### src/rtl/abro_input_conditioner_if.sv
// Bundle of the raw button inputs and the conditioned A/B levels and press pulses.
// The master drives the raw buttons; the slave is the conditioner.
interface abro_input_conditioner_if;
  logic a_raw;
  logic b_raw;
  logic A;
  logic B;
  logic a_rise;
  logic b_rise;

  modport master (output a_raw, b_raw, input A, B, a_rise, b_rise);
  modport slave  (input a_raw, b_raw, output A, B, a_rise, b_rise);
endinterface

### src/rtl/abro_input_conditioner.sv
// Synchronizes and debounces the raw A/B buttons into clean levels and
// one-cycle press pulses for abro_state_machine. Channels are independent.
module abro_input_conditioner #(
  parameter int unsigned SYNC_STAGES     = 2,
  parameter int unsigned DEBOUNCE_CYCLES = 4
) (
  input  logic                      clk,
  input  logic                      reset_n,
  abro_input_conditioner_if.slave   io
);

  localparam int unsigned CH = 2;
  localparam int unsigned CW = $clog2(DEBOUNCE_CYCLES + 1);
  localparam logic [CW-1:0] CNT_LAST = CW'(DEBOUNCE_CYCLES - 1);

  logic [CH-1:0]          raw;
  logic [SYNC_STAGES-1:0] sync_q  [CH];
  logic [SYNC_STAGES-1:0] sync_d  [CH];
  logic [CW-1:0]          cnt_q   [CH];
  logic [CW-1:0]          cnt_d   [CH];
  logic [CH-1:0]          clean_q, clean_d;
  logic [CH-1:0]          rise_q,  rise_d;

  assign raw = {io.b_raw, io.a_raw};

  // Per channel: shift the synchronizer, count consecutive disagreeing cycles,
  // accept the new level once it has persisted DEBOUNCE_CYCLES edges.
  always_comb begin
    clean_d = clean_q;
    rise_d  = '0;
    for (int ch = 0; ch < CH; ch++) begin
      sync_d[ch] = {sync_q[ch][SYNC_STAGES-2:0], raw[ch]};
      cnt_d[ch]  = cnt_q[ch];
      if (sync_q[ch][SYNC_STAGES-1] == clean_q[ch]) begin
        cnt_d[ch] = '0;
      end else if (cnt_q[ch] == CNT_LAST) begin
        clean_d[ch] = sync_q[ch][SYNC_STAGES-1];
        cnt_d[ch]   = '0;
      end else begin
        cnt_d[ch] = cnt_q[ch] + CW'(1);
      end
      rise_d[ch] = ~clean_q[ch] & clean_d[ch];
    end
  end

  always_ff @(posedge clk or negedge reset_n) begin
    if (!reset_n) begin
      for (int ch = 0; ch < CH; ch++) begin
        sync_q[ch] <= '0;
        cnt_q[ch]  <= '0;
      end
      clean_q <= '0;
      rise_q  <= '0;
    end else begin
      for (int ch = 0; ch < CH; ch++) begin
        sync_q[ch] <= sync_d[ch];
        cnt_q[ch]  <= cnt_d[ch];
      end
      clean_q <= clean_d;
      rise_q  <= rise_d;
    end
  end

  assign io.A      = clean_q[0];
  assign io.B      = clean_q[1];
  assign io.a_rise = rise_q[0];
  assign io.b_rise = rise_q[1];

endmodule

### src/flat_wrapper.sv
// flat-port wrapper written by rule: the top's interface ports become plain ports
module abro_input_conditioner_flat 
#(
  parameter int unsigned SYNC_STAGES     = 2,
  parameter int unsigned DEBOUNCE_CYCLES = 4
)
  (clk, reset_n, io_a_raw, io_b_raw, io_A, io_B, io_a_rise, io_b_rise);
  abro_input_conditioner_if io_i ();
  input  logic clk;
  input  logic reset_n;
  input wire logic [$bits(io_i.a_raw)-1:0] io_a_raw;
  input wire logic [$bits(io_i.b_raw)-1:0] io_b_raw;
  output wire logic [$bits(io_i.A)-1:0] io_A;
  output wire logic [$bits(io_i.B)-1:0] io_B;
  output wire logic [$bits(io_i.a_rise)-1:0] io_a_rise;
  output wire logic [$bits(io_i.b_rise)-1:0] io_b_rise;
  assign io_i.a_raw = io_a_raw;
  assign io_i.b_raw = io_b_raw;
  assign io_A = io_i.A;
  assign io_B = io_i.B;
  assign io_a_rise = io_i.a_rise;
  assign io_b_rise = io_i.b_rise;
  abro_input_conditioner #(.SYNC_STAGES(SYNC_STAGES), .DEBOUNCE_CYCLES(DEBOUNCE_CYCLES)) u_core (.clk(clk), .reset_n(reset_n), .io(io_i));
endmodule
### config.mk
export PLATFORM = sky130hd
export DESIGN_NAME = abro_input_conditioner_flat
export DESIGN_NICKNAME = d
export VERILOG_FILES = /design/src/rtl/abro_input_conditioner_if.sv /design/src/rtl/abro_input_conditioner.sv /design/src/flat_wrapper.sv
export SDC_FILE = /design/constraint.sdc
export NUM_CORES = 1
export LEC_CHECK = 0
export BUFFER_PORTS_ARGS = -buffer_cell sky130_fd_sc_hd__clkbuf_2
export CAP_MARGIN = 20
export CORE_AREA = 2 2 39 41
export CTS_BUF_LIST = sky130_fd_sc_hd__clkbuf_8
export CTS_CLUSTER_DIAMETER = 30
export DETAILED_ROUTE_END_ITERATION = 10
export DIE_AREA = 0 0 41 43
export PLACE_DENSITY = 0.66
export SYNTH_ARGS = -nofsm -noshare
export SYNTH_HDL_FRONTEND = slang
export SYNTH_SLANG_ARGS = --single-unit
### constraint.sdc
create_clock -name clk -period 1.3 [get_ports clk]
set_input_delay 0.065 -clock clk [delete_from_list [all_inputs] [get_ports clk]]
set_output_delay 0.065 -clock clk [all_outputs]
set_load 0.01 [all_outputs]
==> results of run 1 <==
-- metrics by stage --
| stage | instance area, sq um | utilization (%) | hold WS, ps | worst slack (ps) |
|---|---|---|---|---|
| 6_report | 668.1 | 48.28 | 248.7 | 79.45 |
| 5_1_grt | 668.1 | 48.28 | 292.0 | 20.11 |
| 4_1_cts | 668.1 | 48.28 | 257.5 | 76.38 |
| 3_5_place_dp | 583.1 | 42.13 | -17.99 | 100.3 |
| 3_3_place_gp | 583.1 | 42.13 | -34.18 | 159.1 |
| 2_1_floorplan | 528.0 | - | -230.6 | 178.4 |
-- path summary, 6_finish.rpt --
path / slack [ps] / to / cells after the start
max: 80 / u_core.clean_q[1]$_DFF_PN0_ / 3
min: 250 / u_core.sync_d[1]$_DFF_PN0_ / 2
max reg2reg: 80 / u_core.clean_q[1]$_DFF_PN0_ / 3
min reg2reg: 350 / u_core.sync_q[3]$_DFF_PN0_ / 0
max in group asynchronous: 800 / u_core.cnt_q[5]$_DFF_PN0_ / 2
min in group clk: 350 / u_core.sync_q[3]$_DFF_PN0_ / 0
-- critical path: cells and delay by family (launching register included) --
kind / cells / cell delay (ps)
DFF: 1 / 380
adders and majority gates: 1 / 230
muxes: 1 / 310
and+or+nand+nor: 1 / 200
-- metal layers --
layer | up-vias | wire (um)
met5 | - | 0
met4 | 0 | 20
met3 | 3 | 44
met2 | 9 | 399
met1 | 141 | 311
li1 | 129 | -
-- registers in the layout, indices dropped and copies added, names as in the netlist --
name	cells
u_core.sync_q	2
u_core.rise_q	2
u_core.cnt_q	6
u_core.clean_q	2
u_core.sync_d	2
-- cells in the mapped netlist --
cell type / number / area (sq um)
nor3b_2: 2 / 25.02
ha_1: 2 / 25.02
mux2_4: 2 / 30.03
and3b_2: 2 / 20.02
xnor2_1: 2 / 17.52
dfrtp_1: 14 / 350.3
nor2b_1: 2 / 12.51
nor2b_4: 2 / 27.53
nor3_2: 2 / 20.02
-- layout make-up --
cell class	count	area share, %
Sequential cell	14	52.43
Multi-Input combinational cell	16	26.59
Timing Repair Buffer	10	9.738
Clock buffer	4	8.240
Tap cell	16	2.996
-- where the power goes --
group          total, uW  switching, uW  internal, uW
sequential           600           70.4           530
combinational        332            145           187
clock                416            148           268
-- what timing repair did --
item / 4_1_cts / 5_1_grt
endpoints found under the hold margin: 16 / 0
setup buffers: 0 / 0
hold buffers: 3 / 0
-- logic make-up (layout without fill, tap and decap cells) --
kind of cell,count (synthesis),after routing,synth area share (%)
multiplexers,2,2,5.687
XOR/XNOR,2,2,3.318
flip-flops,14,14,66.35
buffers and inverters,0,14,0
AND/OR/NAND/NOR,10,10,19.91
adder cells (fa/ha/maj),2,2,4.739
==> metrics, run 1 <==
Mapped Cells 30; vias after detailed routing 282; Pleak 0.0003239 uW; placed insts 53; worst slew pin tran 402.4 ps; CP endpoint kind flip-flop; met1 usage 14.79%; number of gates resized after cts 0; fillers 122; Storage cell area 350.3 sq um; drt pass-1 iters 2; CP Max Fanout 3; R2R Path Start u_core.cnt_q[0]$_DFF_PN0_; Pwr Total 1348 uW; outcome finished clean; # Max-Cap Violations 0; Critical Path AT 1350 ps; vias per cell 4.700; final wirelength 776 um; Reg clk slew, reported paths 60 ps; PD cells 2018 nW/um^2; Setup crit start kind flip-flop; post-route ant nets 0; layout cells sized above 1 47.73%; Synth warnings 0; footprint of the multi-input gates 177.7 sq um; GPL Wtd Cong 0.5880; met3 Usage GRT 4.712%; total grt overflow 0; highest clock rate 819.3 MHz; Synth Register Bits 14; core area 1384 sq um; period utilisation layout 93.89%; fin. max-slew vios 0; Die ar. 1763 sq um; met2 Track Usage GR 18.13%; I/O pin cnt 8; Max VDD drop 0.0008198 V; Initial Utilization 38.16%; htree depth 1; drt drc 0; commonest non-fill, non-tap cell in the layout dfrtp_1; Tmin final 1221 ps; unrepaired setup endpoints after global routing no; CTS Buf Count 3; Data required, critical path 1430 ps; Setup crit start u_core.cnt_q[0]$_DFF_PN0_; area grow syn2layout 26.54%; Final #Nets 51; initial antenna violation count 0; Cell Area, Synth 528.0 sq um; vias in the first global route 309; Hold Path Class in2async; TritonCTS clock tree done; syn_nets 36; Clock Path Buffers 2; slowest CP cell dfrtp_1; ANT cells 0; Avg WL per Cell 12.93 um; Die Span Y 43 um; Site Rows 14; critical path class reg2reg; sequential share of the synthesized area 66.35%; global-route wire length before repair 1331 um; DRT iter0 DRCs 4; worst path cell trace ha_1, nor2b_4, mux2_4; # setup viols final 0; Synth cell types 9; # clock sinks 14; clk_lat worst skew 240 ps; Crit path largest cell delay 380 ps; Final HPWL DP 581 um; gr usage total 12.18%; DIE WIDTH 41 um; Clock Skew 1.153 ps; busiest grt layer met2; pin count of the biggest net entering global routing 15; Slew HR 72.98%; setup TNS 0 ps; most frequent cells in the layout dfrtp_1 (14), clkbuf_2 (7), clkbuf_8 (4); Final Hold Fails 0; post-layout instance count excluding filler cells 60; number of buffer cells added on primary ports 7; Mean Syn Cell Area 17.60 sq um; root buf cell clkbuf_8
Note: power is estimated with default switching activity, not from simulation.
==> inputs of run 2 (changes only) <==
--- a/config.mk
+++ b/config.mk
@@ -13,6 +13,7 @@
 export DETAILED_ROUTE_END_ITERATION = 10
 export DIE_AREA = 0 0 41 43
 export PLACE_DENSITY = 0.66
+export RECOVER_POWER = 25
 export SYNTH_ARGS = -nofsm -noshare
 export SYNTH_HDL_FRONTEND = slang
 export SYNTH_SLANG_ARGS = --single-unit
==> metrics, run 2 (synthesized netlist as in run 1, its figures left out) <==
number of buffer cells added on primary ports 7 (unchanged); # clock sinks 14 (unchanged); vias per cell 4.650 (was 4.700); critical path class reg2reg (unchanged); switching share of power 26.94% (was 26.98%); global-route wire length before repair 1331 um (unchanged); initial antenna violation count 0 (unchanged); htree depth 1 (unchanged); Final HPWL DP 581 um (unchanged); layout cells sized above 1 45.45% (was 47.73%); Initial Utilization 38.16% (unchanged); # setup viols final 0 (unchanged); worst slew pin tran 724.7 ps (was 402.4 ps); clk_lat worst skew 240 ps (about the same); Util after Layout 48.19% (was 48.28%); total grt overflow 0 (unchanged); PD cells 2020 nW/um^2 (was 2018 nW/um^2); Die ar. 1763 sq um (unchanged); Final #Nets 51 (unchanged); root buf cell clkbuf_8 (unchanged); placed insts 53 (unchanged); fin. max-slew vios 0 (unchanged); final instance area 666.9 sq um (was 668.1 sq um); number of gates resized after cts 0 (unchanged); Final Hold Fails 0 (unchanged); pin count of the biggest net entering global routing 15 (unchanged); Slew HR 51.69% (was 72.98%); gr usage total 12.18% (unchanged); Area after DPL 583.1 sq um (unchanged); I/O pin cnt 8 (unchanged); # Max-Cap Violations 0 (unchanged); area grow syn2layout 26.30% (was 26.54%); internal power 984.1 uW (was 984.5 uW); Tmin final 1225 ps (was 1221 ps); commonest non-fill, non-tap cell in the layout dfrtp_1 (unchanged); final wirelength 766 um (was 776 um); Max VDD drop 0.0008202 V (was 0.0008198 V); Hold Path Class reg2reg (was in2async); CP Max Fanout 3 (unchanged); Data required, critical path 1430 ps (about the same); TritonCTS clock tree done (unchanged); post-layout instance count excluding filler cells 60 (unchanged); DIE WIDTH 41 um (unchanged); Top reg by flops u_core.cnt_q (unchanged); Reg clk slew, reported paths 60 ps (about the same); Critical Path AT 1350 ps (about the same); Site Rows 14 (unchanged); Gate power share 24.6% (about the same); core area 1384 sq um (unchanged); max FFs per register 6 (unchanged); vias after detailed routing 279 (was 282); drt drc 0 (unchanged); highest clock rate 816.3 MHz (was 819.3 MHz); DR WL met2 392 um (was 399 um); outcome finished clean (unchanged); WL met1 309 um (was 311 um); CTS Buf Count 3 (unchanged); Pleak 0.0003210 uW (was 0.0003239 uW); net switching power 362.9 uW (was 363.9 uW); ANT cells 0 (unchanged); vias in the first global route 309 (unchanged); setup TNS 0 ps (unchanged); WL met3 44 um (unchanged); Clock Skew 0.5984 ps (was 1.153 ps); Die Span Y 43 um (unchanged); Reg power frac 44.5% (about the same); CP endpoint kind flip-flop (unchanged); fillers 120 (was 122); Setup crit start kind flip-flop (unchanged); DRT iter0 DRCs 4 (unchanged); top sig layer met4 (unchanged); unrepaired setup endpoints after global routing no (unchanged); Avg WL per Cell 12.77 um (was 12.93 um); most frequent cells in the layout dfrtp_1 (14), clkbuf_2 (6), clkbuf_8 (4) (was dfrtp_1 (14), clkbuf_2 (7), clkbuf_8 (4)); clock group share of total power 30.9% (about the same); period utilisation layout 94.23% (was 93.89%); GPL Wtd Cong 0.5880 (unchanged); post-route ant nets 0 (unchanged); Clock Path Buffers 2 (unchanged); drt pass-1 iters 3 (was 2)
[run 2: power groups by stage]
stage                     Combinational [uW]  Sequential [uW]  Clock, uW
final                                    332              600        416
after global routing                     364              615        443
after CTS                                338              600        425
after detailed placement                 327              606          0
after global placement                   303              597          0
after floorplan                          224              610          0
[run 2: metal layers]
metal	up-vias	track usage [%]
met4	0	6.000
met1	138	14.79
met3	3	4.712
met2	9	18.13
met5	-	0
li1	129	-
[run 2: final cells by class]
| class | instances | area (sq um) | area share (%) |
|---|---|---|---|
| Clock buffer | 4 | 55.05 | 8.255 |
| Multi-Input combinational cell | 16 | 177.7 | 26.64 |
| Sequential cell | 14 | 350.3 | 52.53 |
| Tap cell | 16 | 20.02 | 3.002 |
| Timing Repair Buffer | 10 | 63.81 | 9.568 |
[run 2: through the flow]
stage,setup slack (ps),total power [uW],hold WS (ps)
after detailed placement,100.3,932.7,-17.99
after CTS,76.38,1363,257.5
after global routing,20.11,1422,365.2
after floorplan,178.4,834.1,-230.6
final,74.98,1347,346.4
after global placement,159.1,899.7,-34.18
[run 2: final timing paths]
path                                                  from                           to  slack, ps  depth (start not counted)
worst max-delay path             u_core.cnt_q[0]$_DFF_PN0_  u_core.clean_q[1]$_DFF_PN0_         70                          3
worst min-delay path            u_core.sync_d[3]$_DFF_PN0_   u_core.sync_q[3]$_DFF_PN0_        350                          0
worst max register to register   u_core.cnt_q[0]$_DFF_PN0_  u_core.clean_q[1]$_DFF_PN0_         70                          3
worst min register to register  u_core.sync_d[3]$_DFF_PN0_   u_core.sync_q[3]$_DFF_PN0_        350                          0
max in group asynchronous                          reset_n    u_core.cnt_q[5]$_DFF_PN0_        460                          2
min in group asynchronous                          reset_n   u_core.sync_d[1]$_DFF_PN0_        390                          2
[run 2: worst max-delay path, stage by stage, from the launching register on]
cell     delay [ps]
dfrtp_1         370
ha_1            230
nor2b_4         200
mux2_4          310
[run 2: timing repair]
action / CTS / global route
hold endpoints to repair: 16 / 0
setup buffers: 0 / 0
hold buffers: 3 / 0
==> inputs of run 3 (changes only) <==
--- a/config.mk
+++ b/config.mk
@@ -5,6 +5,7 @@
 export SDC_FILE = /design/constraint.sdc
 export NUM_CORES = 1
 export LEC_CHECK = 0
+export ABC_AREA = 1
 export BUFFER_PORTS_ARGS = -buffer_cell sky130_fd_sc_hd__clkbuf_2
 export CAP_MARGIN = 20
 export CORE_AREA = 2 2 39 41
==> metrics, run 3 <==
Slew HR 52.80% (was 51.69%); met1 usage 12.63% (was 14.79%); Die Span Y 43 um (unchanged); asr flop ratio synth 100.0% (unchanged); area grow syn2layout 26.18% (was 26.30%); DRT iter0 DRCs 4 (unchanged); most used cell, CP nand2_1; drt pass-1 iters 2 (was 3); final wirelength 714 um (was 766 um); worst slew pin tran 708.0 ps (was 724.7 ps); Crit path largest cell delay 380 ps (was 370 ps); # Max-Cap Violations 0 (unchanged); Final #Nets 75 (was 51); critical path class reg2reg (unchanged); Bufs and invs on worst path 0 (unchanged); sequential share of the synthesized area 66.04% (was 66.35%); Synth area leaders dfrtp_1 (66%), nand2_1 (8.5%), inv_1 (7.1%) (was dfrtp_1 (66%), mux2_4 (5.7%), nor2b_4 (5.2%)); Yosys top cell area share 66.04% (was 66.35%); number of synthesized flops with an enable pin 0 (unchanged); Util after Layout 48.37% (was 48.19%); most frequent cells in the layout dfrtp_1 (14), nand2_1 (12), inv_1 (10) (was dfrtp_1 (14), clkbuf_2 (6), clkbuf_8 (4)); Die ar. 1763 sq um (unchanged); htree depth 1 (unchanged); Setup crit start kind flip-flop (unchanged); GPL Wtd Cong 0.7159 (was 0.5880); number of buffer cells added on primary ports 7 (unchanged); global-route wire length before repair 1186 um (was 1331 um); post-layout instance count excluding filler cells 84 (was 60); core area 1384 sq um (unchanged); clock group share of total power 31.7% (was 30.9%); vias per cell 4.143 (was 4.650); Pwr Total 1311 uW (was 1347 uW); switching share of power 29.72% (was 26.94%); highest clock rate 1080 MHz (was 816.3 MHz); Initial Utilization 38.34% (was 38.16%); Final HPWL DP 497.7 um (was 581 um); commonest non-fill, non-tap cell in the layout dfrtp_1 (unchanged); CTS Buf Count 3 (unchanged); outcome finished clean (unchanged); CP Max Fanout 3 (unchanged); Synth cell types 8 (was 9); Clock Path Buffers 2 (unchanged); fillers 135 (was 120); max FFs per register 6 (unchanged); gr usage total 10.63% (was 12.18%); clk_lat worst skew 240 ps (about the same); met3 Usage GRT 3.141% (was 4.712%); placed insts 77 (was 53); top-count cell post-synth dfrtp_1 (unchanged); Site Rows 14 (unchanged); Avg WL per Cell 8.500 um (was 12.77 um); Gate power share 22.9% (was 24.6%); Synth Flop Type dfrtp_1 (unchanged); layout cells sized above 1 23.53% (was 45.45%); Cell Area, Synth 530.5 sq um (was 528.0 sq um); DP Worst Slack 396.6 ps (was 100.3 ps); initial antenna violation count 0 (unchanged); Synth warnings 0 (unchanged); pin count of the biggest net entering global routing 15 (unchanged); Tmin final 926.0 ps (was 1225 ps); unrepaired setup endpoints after global routing no (unchanged); DIE WIDTH 41 um (unchanged); # clock sinks 14 (unchanged); vias in the first global route 302 (was 309); Max VDD drop 0.0008512 V (was 0.0008202 V); root buf cell clkbuf_8 (unchanged); TritonCTS clock tree done (unchanged); slowest CP cell dfrtp_1 (unchanged); ANT cells 0 (unchanged); Data required, critical path 1470 ps (was 1430 ps); CP endpoint kind flip-flop (unchanged); post-route ant nets 0 (unchanged); setup TNS 0 ps (unchanged); Mapped Cells 54 (was 30); Final WS setup 374.0 ps (was 74.98 ps); Top Family by Delay on Critical Path flip-flops (unchanged); most frequent cells after synthesis dfrtp_1 (14), nand2_1 (12), inv_1 (10); I/O pin cnt 8 (unchanged); Pleak 0.0003636 uW (was 0.0003210 uW); total grt overflow 0 (unchanged); cell taking the most area after synthesis dfrtp_1 (unchanged); Mean Syn Cell Area 9.824 sq um (was 17.60 sq um); Critical Path AT 1100 ps (was 1350 ps); worst path cell trace ha_1, nand2_1, nand2_1, nor2_1 (was ha_1, nor2b_4, mux2_4); Clock Skew 0.2608 ps (was 0.5984 ps); Hold Path Class reg2reg (unchanged); Synth Register Bits 14 (unchanged); internal power 921.6 uW (was 984.1 uW); met2 Track Usage GR 14.37% (was 18.13%); syn_nets 60 (was 36); fin. max-slew vios 0 (unchanged); PD cells 1959 nW/um^2 (was 2020 nW/um^2); busiest grt layer met2 (unchanged); Top reg by flops u_core.cnt_q (unchanged); Reg clk slew, reported paths 60 ps (about the same); drt drc 0 (unchanged); Reg power frac 45.3% (was 44.5%); Final Hold Fails 0 (unchanged); net switching power 389.7 uW (was 362.9 uW); # setup viols final 0 (unchanged); number of gates resized after cts 0 (unchanged); period utilisation layout 71.23% (was 94.23%); vias after detailed routing 348 (was 279)
run 3: changes by cell type after synthesis, sizes merged:
cell and delta:
nor2b -4, inv +12, and3b -2, nor3 -2, mux2 -2, nand2 +16, nand3 +2, xnor2 -2
nor2 +8, nor3b -2
run 3: cells by family after synthesis:
family	after synthesis	share of synthesized area (%)
fa+ha+maj	2	4.716
simple gates	26	20.75
buf+inv	12	8.492
flops	14	66.04
run 3: power groups by stage:
stage	registers [uW]	logic [uW]	clock network, uW
finish	595	300	416
CTS	594	306	429
detailed placement	601	295	0
floorplan	607	198	0
global route	604	350	450
global placement	599	286	0
run 3: cell type report:
cell class	count	area [sq um]	area share [%]
multi-input combinational	28	135.1	20.19
sequential	14	350.3	52.34
inverter	12	45.04	6.729
tap	16	20.02	2.991
timing repair buffer	10	63.81	9.533
clock buffer	4	55.05	8.224
run 3: worst paths after layout:
| kind | end | depth (start not counted) | start | slack [ps] |
|---|---|---|---|---|
| max | u_core.cnt_q[3]$_DFF_PN0_ | 4 | u_core.cnt_q[3]$_DFF_PN0_ | 370 |
| max reg2reg | u_core.cnt_q[3]$_DFF_PN0_ | 4 | u_core.cnt_q[3]$_DFF_PN0_ | 370 |
| min | u_core.sync_q[3]$_DFF_PN0_ | 0 | u_core.sync_d[3]$_DFF_PN0_ | 350 |
| max in group asynchronous | u_core.clean_q[1]$_DFF_PN0_ | 2 | reset_n | 470 |
| min in group asynchronous | u_core.cnt_q[5]$_DFF_PN0_ | 2 | reset_n | 380 |
| min reg2reg | u_core.sync_q[3]$_DFF_PN0_ | 0 | u_core.sync_d[3]$_DFF_PN0_ | 350 |
run 3: per-stage QoR:
step | hold slack [ps] | instance area, sq um
6_report | 346.6 | 669.4
5_1_grt | 360.1 | 669.4
4_1_cts | 265.2 | 670.6
3_5_place_dp | -11.77 | 585.6
3_3_place_gp | -18.24 | 585.6
2_1_floorplan | -230.6 | 530.5
run 3: routing by layer:
layer | vias up | share of wire [%]
li1 | 184 | -
met3 | 0 | 2.5
met2 | 6 | 50
met4 | 0 | 0
met5 | - | 0
met1 | 158 | 47
run 3: repair_timing:
item                      4_1_cts  5_1_grt
setup buffers                   0        0
hold buffers                    3        0
hold endpoints to repair       16        0
run 3: worst reg2reg max path, delay by kind of cell, from the launching register on:
kind	cells	cell delay, ps
flip-flops	1	380
AND/OR/NAND/NOR	3	250
adder cells (fa/ha/maj)	1	220
